## src/rtl/mem_port_arbiter.sv

```systemverilog
// Arbitrates a fetch port and a data port onto one single-port memory, one transaction at a time.
// Optional macro ARB_STARVE_GUARD_EN lets a waiting fetch win after STARVE_LIMIT back-to-back data grants.
module mem_port_arbiter #(
  parameter int AW           = 32,
  parameter int DW           = 32,
  parameter int STARVE_LIMIT = 4
) (
  input  logic          clk,
  input  logic          rst_n,
  input  logic          i_req,
  input  logic [AW-1:0] i_addr,
  input  logic          i_flush,
  output logic          i_gnt,
  output logic          i_rvalid,
  output logic [DW-1:0] i_rdata,
  input  logic          d_req,
  input  logic          d_we,
  input  logic [AW-1:0] d_addr,
  input  logic [DW-1:0] d_wdata,
  output logic          d_gnt,
  output logic          d_rvalid,
  output logic [DW-1:0] d_rdata,
  output logic          mem_req,
  output logic          mem_we,
  output logic [AW-1:0] mem_addr,
  output logic [DW-1:0] mem_wdata,
  input  logic          mem_ready,
  input  logic [DW-1:0] mem_rdata,
  output logic          busy
);

  typedef enum logic [1:0] {
    IDLE   = 2'd0,
    BUSY_I = 2'd1,
    BUSY_D = 2'd2
  } state_t;

  state_t state_q;
  state_t state_d;
  logic   fetch_first;
  logic   flush_q;

  if (STARVE_LIMIT < 1) begin : g_bad_limit
    $error("STARVE_LIMIT must be at least 1");
  end

`ifdef ARB_STARVE_GUARD_EN
  localparam int CNT_W = $clog2(STARVE_LIMIT + 1);

  logic [CNT_W-1:0] starve_cnt;

  assign fetch_first = (starve_cnt >= CNT_W'(STARVE_LIMIT));

  // Counts data wins that left a fetch waiting; any break in that run restarts it.
  always_ff @(posedge clk) begin
    if (!rst_n) begin
      starve_cnt <= '0;
    end else if (i_gnt) begin
      starve_cnt <= '0;
    end else if (d_gnt) begin
      if (!i_req) begin
        starve_cnt <= '0;
      end else if (!fetch_first) begin
        starve_cnt <= starve_cnt + 1'b1;
      end
    end
  end
`else
  assign fetch_first = 1'b0;
`endif

  always_ff @(posedge clk) begin
    if (!rst_n) begin
      state_q <= IDLE;
    end else begin
      state_q <= state_d;
    end
  end

  always_comb begin
    state_d = state_q;
    case (state_q)
      IDLE: begin
        if (d_gnt) begin
          state_d = BUSY_D;
        end else if (i_gnt) begin
          state_d = BUSY_I;
        end
      end
      BUSY_I, BUSY_D: begin
        if (mem_ready) begin
          state_d = IDLE;
        end
      end
      default: state_d = IDLE;
    endcase
  end

  // Data wins ties because it belongs to the older instruction, unless the starvation guard trips.
  always_comb begin
    i_gnt   = 1'b0;
    d_gnt   = 1'b0;
    mem_req = 1'b0;
    busy    = 1'b0;
    if (state_q == IDLE) begin
      if (rst_n) begin
        if (d_req && !(i_req && fetch_first)) begin
          d_gnt = 1'b1;
        end else if (i_req) begin
          i_gnt = 1'b1;
        end
      end
    end else begin
      mem_req = 1'b1;
      busy    = 1'b1;
    end
  end

  // A flush seen at any point of a fetch, including its final cycle, kills that response.
  always_ff @(posedge clk) begin
    if (!rst_n) begin
      mem_we    <= 1'b0;
      mem_addr  <= '0;
      mem_wdata <= '0;
      i_rvalid  <= 1'b0;
      d_rvalid  <= 1'b0;
      i_rdata   <= '0;
      d_rdata   <= '0;
      flush_q   <= 1'b0;
    end else begin
      if (d_gnt) begin
        mem_we    <= d_we;
        mem_addr  <= d_addr;
        mem_wdata <= d_wdata;
      end else if (i_gnt) begin
        mem_we    <= 1'b0;
        mem_addr  <= i_addr;
        mem_wdata <= '0;
      end

      i_rvalid <= 1'b0;
      d_rvalid <= 1'b0;

      if (state_q == BUSY_I && mem_ready && !(flush_q || i_flush)) begin
        i_rvalid <= 1'b1;
        i_rdata  <= mem_rdata;
      end

      if (state_q == BUSY_D && mem_ready) begin
        d_rvalid <= 1'b1;
        if (!mem_we) begin
          d_rdata <= mem_rdata;
        end
      end

      if (state_q == BUSY_I && !mem_ready) begin
        flush_q <= flush_q | i_flush;
      end else begin
        flush_q <= 1'b0;
      end
    end
  end

endmodule

```

## config.mk

```make
export PLATFORM = sky130hd
export DESIGN_NAME = mem_port_arbiter
export DESIGN_NICKNAME = d
export VERILOG_FILES = /design/src/rtl/mem_port_arbiter.sv
export SDC_FILE = /design/constraint.sdc
export NUM_CORES = 1
export LEC_CHECK = 0
export CAP_MARGIN = 25
export CORE_ASPECT_RATIO = 1.4
export CORE_MARGIN = 1.5
export CORE_UTILIZATION = 40
export CTS_CLUSTER_DIAMETER = 80
export DETAILED_ROUTE_END_ITERATION = 8
export PLACE_DENSITY = 0.81
export SLEW_MARGIN = 10
export SYNTH_ARGS = -nofsm -noshare
export SYNTH_HDL_FRONTEND = slang
export SYNTH_SLANG_ARGS = --single-unit
```

## constraint.sdc

```tcl
create_clock -name clk -period 3.8 [get_ports clk]
set_clock_uncertainty 0.15 [all_clocks]
set_input_delay 0.76 -clock clk [delete_from_list [all_inputs] [get_ports clk]]
set_output_delay 0.76 -clock clk [all_outputs]
set_load 0.02 [all_outputs]
```

==> results by stage, run 1 <==
Final layout:
- The net count reported at finish is 919.
- 0 antenna diodes ended up in the layout.
- In the final layout, the multi-input gates occupy 0.00220 mm².
- Once layout is complete, the utilization of the core stands at 0.660.
- The top cell types in the final layout, fill and taps aside, are 267 x clkdlybuf4s50_1, 160 x nand2_1, 134 x dfxtp_1.
- The area of all sequential standard cells is 0.00268 mm².
- The library cell used most frequently in the layout, excluding fill and tap cells, is clkdlybuf4s50_1.
- The area growth from synthesis to layout is 62.4%.
- The share of final-layout standard cells stronger than drive strength 1 is 0.0567.
- Once layout is done, the placed cells without fillers occupy 0.00846 mm².
- The layout filler cell count is 1003.

Clock network:
- The TritonCTS clock tree is built.
- After clock tree synthesis, the flow added hold-fix buffers numbering 0.
- The H-tree depth is 4.
- The worst-case clock buffer depth is 2.
- The TritonCTS sink count is 134.
- The clock transition time at the flip-flop clock pins of the worst setup and hold paths is 50 ps.
- The insertion delay to the later sink of the worst-skew pair is 400 ps.
- The number of buffers inserted by post-CTS setup repair is 0.
- Clock tree synthesis selected as its root buffer the cell clkbuf_16.
- The number of clock buffers added by TritonCTS is 17.
- Once the clock tree was built, the resizer swapped 0 gates to a different size.

Detailed routing:
- Detailed routing placed a total of 1070 µm of wire on met3.
- The length of routed wiring on met1 is 5820 µm.
- In the detailed route, the total length drawn on met2 is 8100 µm.
- After detailed routing, no signal wire sits above met4.
- After detailed routing, the number of remaining DRC violations is 0.
- The vias after detailed routing is 4795.
- For this run, the detailed router's first-pass iteration total came to 4.
- The count of nets left with antenna violations once routing finished came out at 0.
- The wire length reported by the detailed router is 15400 µm.
- The average wire length per cell after detail routing is 16.2 µm.
- The mean number of vias per cell is 5.06.
- The detailed router finished its first iteration with 156 violations.

Synth:
- After technology mapping, the gate count stands at 529.
- Sorting the synthesized cells by area gives the leading types as dfxtp_1 51%, nand2_1 12%, o211a_1 6.3%, mux2i_1 6.1%, a21boi_0 6.0%.
- The portion of netlist area occupied by mux cells is 0.0614.
- The average instance area after synthesis is 9.85 µm².
- The share of synthesized area in the top cell type comes to 0.515.
- The number of nets handed over by synthesis was 667.
- The combinational family with the most area after synthesis is compound AO/OA/AOI/OAI gates.
- The number of different library cells used by synthesis comes to 29.
- The xor and xnor area share after synthesis is 0.
- The cell area after technology mapping is 0.00521 mm².
- Of the total synthesized cell area, the portion taken by full adders, half adders and majority gates is 0.00720.
- The fraction of the mapped netlist area in compound gates was 0.218.
- The sequential cell area fraction in the yosys report is 0.515.
- The simple-gate area share of the yosys netlist is 0.137.
- The count of yosys warnings during synthesis is 0.
- The number of register bits inferred by synthesis is 134.
- Summed over all instances, the cell type with the most area after synthesis is dfxtp_1.

STA:
- The post-route minimum period is 3090 ps.
- Setup repair after global routing left no endpoint under its margin.
- The post-layout worst setup margin is 712 ps.
- For the pin with the worst max-slew slack, the measured transition is 588 ps.
- The final setup violation count is 0.
- After routing, the total negative slack on setup checks comes to 0 ps.
- The maximum frequency from static timing analysis is 0.324 GHz.
- The number of slew-limit violations in the final report came to 0.
- The normalized max-slew margin is 0.607.
- The period utilization is 0.813.
- The hold violation total from the final report is 0.

Flow run:
- The number of maximum-capacitance violations is 0.

Critical path:
- The worst-case reg-to-reg path depth is 6.
- The launching element type of the critical path is a primary input.
- The startpoint of the lowest-slack register-to-register path is state_q[0].
- The end of the worst register-to-register path is d_rdata[12].
- The setup slack of the worst register-to-register path is 1800 ps.
- Data arrives at the worst endpoint at 2180 ps.
- The worst setup path is captured at a primary output.
- The maximum fanout encountered on the critical timing path is 5.
- The required time of the critical path is 2890 ps.
- The critical path in this run is classified as primary input to primary output.

Floorplanning:
- For this configuration, the core starts out at a cell density of 0.407.
- For this design the top-level I/O count stands at 270.
- The area of the core region is 0.0128 mm².
- The area of the die is 0.0137 mm².
- Measured along the x axis, the die boundary spans 99.5 µm.
- The die boundary height is 138 µm.
- The floorplan has 49 rows.

Status:
- The run finished with clean final reports.

Placed design:
- The HPWL after detailed placement is 11200 µm.
- The placement-stage worst setup slack is 731 ps.
- The post-placement cell area is 0.00784 mm².
- Routability-driven placement finished with a final weighted congestion of 0.758.
- The number of port buffers is 269.

Power and ir drop:
- The worst-case IR drop observed on VDD is 0.265 mV.
- The portion of total power attributed to the clock network is 0.426.
- Of the total power, registers draw 0.397.
- The net switching fraction of the power is 0.256.
- The cell internal power dissipation is 0.00289 W.
- The share of total power dissipated in combinational logic is 0.177.
- The total leakage power is 3.46 nW.
- The power density over the cells is 459 mW/mm².
- Summed over all nets, the switching power comes to 0.000996 W.

GRT:
- The total overflow left after global routing is 0.
- The aggregate global-route resource usage is 0.224.
- The maximum number of pins on one net before global-route repair is 65.
- The initial antenna violation count is 0.
- The number of global-route vias before repair was 4939.
- The wire length of the first global-routing pass is 24400 µm.

Min path:
- The kind of path behind the tightest hold check is register to register.
- The worst hold path terminates at i_rdata[13].
- The instance count along the most critical hold path is 2.
- In this run the most critical hold path is launched from i_rdata[13].
-- per-layer routing --
metal | GRT usage | up-vias
met1 | 0.233 | 2257
met5 | 0 | -
met2 | 0.406 | 198
li1 | - | 2313
met3 | 0.0779 | 27
met4 | 0.0882 | 0
-- worst max path at each step --
stage	to	depth (start not counted)	slack (ps)	start
after global placement	i_gnt	3	750	i_req
final	i_gnt	3	710	i_req
after detailed placement	i_gnt	3	730	i_req
after floorplan	i_gnt	3	1450	d_req
after CTS	i_gnt	3	720	i_req
after global routing	i_gnt	3	700	i_req
-- per-stage QoR --
stage	instances	power (W)	hold slack (ps)
floorplan	529	0.00191	322
global placement	914	0.00224	289
detailed placement	914	0.00226	295
CTS	946	0.00391	303
global route	947	0.00404	315
finish	947	0.00389	300
-- layout make-up --
type                    instances  area share
multi-input cells             346       0.260
well taps                     153      0.0226
clock inverters                12      0.0167
repair buffers                279       0.327
clock buffers                  20      0.0551
flip-flops and latches        134       0.317
inverters                       3     0.00133
-- cell usage after synthesis --
| library cell | count |
|---|---|
| a21boi_0 | 42 |
| buf_2 | 11 |
| buf_4 | 6 |
| a22o_1 | 33 |
| and3b_1 | 2 |
| nand2_1 | 160 |
| nor2b_1 | 2 |
| clkbuf_4 | 2 |
| a21boi_1 | 23 |
| inv_1 | 3 |
| nand3_1 | 1 |
| and4bb_1 | 1 |
| buf_6 | 13 |
| and2_1 | 2 |
| ha_1 | 3 |
| mux2i_1 | 32 |
| and3_1 | 2 |
| o211a_1 | 33 |
| nor2_1 | 1 |
| o21ai_1 | 1 |
| nand3b_1 | 1 |
| clkbuf_1 | 14 |
| and4b_1 | 1 |
| dfxtp_1 | 134 |
| o211ai_1 | 1 |
| a21oi_1 | 1 |
| nand2b_1 | 1 |
| o21ai_0 | 2 |
| nand4bb_1 | 1 |
-- sequential cells by signal (all words and copies together) (netlist names) --
signal / cells
state_q: 2
i_rvalid: 1
d_rdata: 32
flush_q: 1
d_rvalid: 1
mem_addr: 32
i_rdata: 32
mem_we: 1
mem_wdata: 32
-- cell families after synthesis --
group / count (synthesis)
flip-flops: 134
AO/OA/AOI/OAI: 136
buffers and inverters: 49
multiplexers: 32
AND/OR/NAND/NOR: 175
adder cells (fa/ha/maj): 3
-- worst max-delay path, cell delays in order --
cell	delay, ps
clkdlybuf4s50_1	560
and4b_1	250
clkdlybuf4s50_1	610
-- power by group through the flow --
stage	logic [W]	registers, W	clock network (W)
after floorplan	0.000239	0.00167	0
after global placement	0.000673	0.00157	0
after detailed placement	0.000687	0.00157	0
after CTS	0.000691	0.00154	0.00168
after global routing	0.000732	0.00155	0.00175
final	0.000688	0.00154	0.00165
Power figures use the tool's default switching activity.
==> run 2, diff against run 1 <==
clock period = 2.9 ns   (was 3.8 ns; I/O delays follow)
==> run 2 against run 1 <==
Against the previous run:
- clock power grew 21%
- power rose by 27%
- non-clock buffer count up 1
- cell count unchanged
- critical path depth up 1
- sequential cell count did not move
- combinational power grew 32%
- critical path type is now register to primary output
- global-route usage decreased by 0.77 points
- register-to-register slack got worse by 670 ps
- utilization shrank 0.098 points
- critical endpoint is now d_gnt
==> results by stage, run 2 (synthesized netlist as in run 1, its figures left out) <==
Status:
- The run finished with clean final reports.

Critical path:
- The maximum fanout encountered on the critical timing path is 7.
- Data on the critical path arrives at its endpoint at 2010 ps.
- The type of the worst setup path is register to primary output.
- The startpoint of the lowest-slack register-to-register path is state_q[0].
- The worst register-to-register path ends at mem_wdata[16].
- The nature of the critical path endpoint is a primary output.
- The required time of the critical path is 2170 ps.
- The setup slack of the worst register-to-register path is 1130 ps.
- Counting cells, the worst reg-to-reg path comes to 5.
- The worst setup path is launched from a register.

Floorplanning:
- The I/O pin count is 270.
- The initial utilization of the core area, before any placement, comes to 0.407.
- In this run the vertical extent of the chip is 138 µm.
- After floorplanning, the core was sized to cover 0.0128 mm².
- The die covers 0.0137 mm².
- The floorplan step set the die width to 99.5 µm.
- The row count is 49.

STA:
- The period utilization is 0.944.
- Setup repair after global routing left no endpoint under its margin.
- The number of slew-limit violations in the final report came to 0.
- The normalized max-slew margin is 0.609.
- Setup violations remaining at the end of the flow were counted as 0.
- Timing would allow up to 0.365 GHz.
- The sum of negative setup slack is 0 ps.
- The slew of the pin with the lowest slew margin is 587 ps.
- The post-route minimum period is 2740 ps.
- Across all hold checks on the routed design, the worst slack comes to 304 ps.
- The hold violation total from the final report is 0.
- After layout, the worst setup slack is 163 ps.

Clock network:
- Gates resized during post-CTS repair numbered 0.
- The number of hold-repair buffers added at the cts stage is 0.
- TritonCTS built the clock tree.
- CTS built an H-tree with a depth of 4.
- The clock passes through at most 2 buffers.
- Buffers added to address setup during post-CTS repair amount to 0.
- Clock-pin slew was measured on the worst setup and hold paths at 50 ps.
- The TritonCTS sink count is 134.
- The number of clock buffers added by TritonCTS is 17.
- The root buffer selected by CTS is clkbuf_16.
- The clock reaches the later pin of the worst-skew pair after 400 ps.

Min path:
- The startpoint identified for the worst hold timing path is i_rdata[30].
- The destination of the worst hold path is i_rdata[30].
- The tightest min-delay check is of the register to register type.
- The worst hold path passes through 2 cells.

GRT:
- The first global-routing pass estimated 23600 µm of wire.
- The aggregate global-route resource usage is 0.216.
- The initial antenna violation count is 0.
- The maximum number of pins on one net before global-route repair is 66.
- The number of global-route vias before repair was 4844.
- The total overflow left after global routing is 0.

Final layout:
- Fill cells in the final layout number 992.
- At the end of the flow the core is filled with cells to 0.660.
- From synthesis to final layout, the design area changed by 62.1%.
- After the last flow step, the layout net total stands at 920.
- The number of antenna diodes in the final layout is 0.
- The top cell types in the final layout, fill and taps aside, are 267 x clkdlybuf4s50_1, 160 x nand2_1, 134 x dfxtp_1.
- The most frequent standard cell in the layout excluding fill and tap cells is clkdlybuf4s50_1.
- The share of final-layout standard cells stronger than drive strength 1 is 0.0542.

Detailed routing:
- The first detailed-routing pass ran for 4 iterations.
- The wire length reported by the detailed router is 14900 µm.
- The violation count after the first detailed-route iteration is 112.
- After detailed routing, the number of vias per cell comes to 5.07.
- The antenna violation net count after detailed routing is 0.
- After detailed routing, the number of remaining DRC violations is 0.
- The average wire length per cell after detail routing is 15.7 µm.
- The vias after detailed routing is 4805.

Placed design:
- The half-perimeter wire length after detailed placement is 11000 µm.
- At the end of routability-driven placement, the weighted congestion stood at 0.767.
- In this run the tool buffered the top-level ports with 269 buffer cells.
- The placement-stage worst setup slack is 201 ps.

Power and ir drop:
- Power spread over the standard cell area amounts to 583 mW/mm².
- The worst ir drop on vdd is 0.346 mV.
- Summed over all cells, the static leakage comes to 3.45 nW.

Flow run:
- The number of maximum-capacitance violations is 0.
[run 2: changes by cell type in the layout (fill, tap and decap cells not counted)]
cell | previous run | this run
bufinv_16 | 2 | 1
buf_12 | 0 | 3
clkbuf_1 | 0 | 2
buf_4 | 9 | 7
inv_6 | 3 | 1
clkinv_2 | 0 | 2
clkbuf_8 | 3 | 1
[run 2: layout make-up]
class | instances | area (µm²) | share of cell area
clock buffer | 20 | 447 | 0.0529
clock inverter | 11 | 104 | 0.0123
inverter | 3 | 11.3 | 0.00133
multi-input combinational | 346 | 2200 | 0.261
sequential | 134 | 2680 | 0.317
tap | 153 | 191 | 0.0227
timing repair buffer | 280 | 2810 | 0.333
[run 2: worst max path at each step]
stage / startpoint / endpoint / slack, ps / cells past startpoint
floorplan: d_req / i_gnt / 910 / 3
global placement: i_req / i_gnt / 210 / 3
detailed placement: i_req / i_gnt / 200 / 3
CTS: state_q[0] / d_gnt / 140 / 4
global route: state_q[0] / d_gnt / 40 / 4
finish: state_q[0] / d_gnt / 160 / 4
[run 2: power by group]
part           leakage [nW]  internal (W)  total, W  switching, W
registers              1.09       0.00196   0.00202     0.0000634
logic                  2.11      0.000493  0.000910      0.000416
clock network         0.255       0.00120   0.00199      0.000795
total                  3.45       0.00365   0.00492       0.00128
[run 2: per-stage QoR]
step                      cells  instance area (µm²)  total power [W]
after floorplan             529                 5210          0.00250
after CTS                   946                 8440          0.00496
after detailed placement    915                 7890          0.00296
after global routing        947                 8450          0.00511
after global placement      915                 7890          0.00294
final                       947                 8450          0.00492
[run 2: layer usage]
layer | up-vias | global-route usage | routed length [µm]
met5 | - | 0 | 0
met4 | 0 | 0.110 | 552
li1 | 2315 | - | -
met1 | 2241 | 0.225 | 5670
met2 | 214 | 0.384 | 7590
met3 | 35 | 0.0708 | 1040
[run 2: critical path: stages (launching register included)]
cell	delay (ps)
dfxtp_1	320
inv_1	80
ha_1	280
and3_1	290
clkdlybuf4s50_1	640
==> run 3, diff against run 2 <==
TNS_END_PERCENT = 10   (was unset)
==> results of run 3 <==
No change in the layout: final DEF, timing and power equal those of run 2.
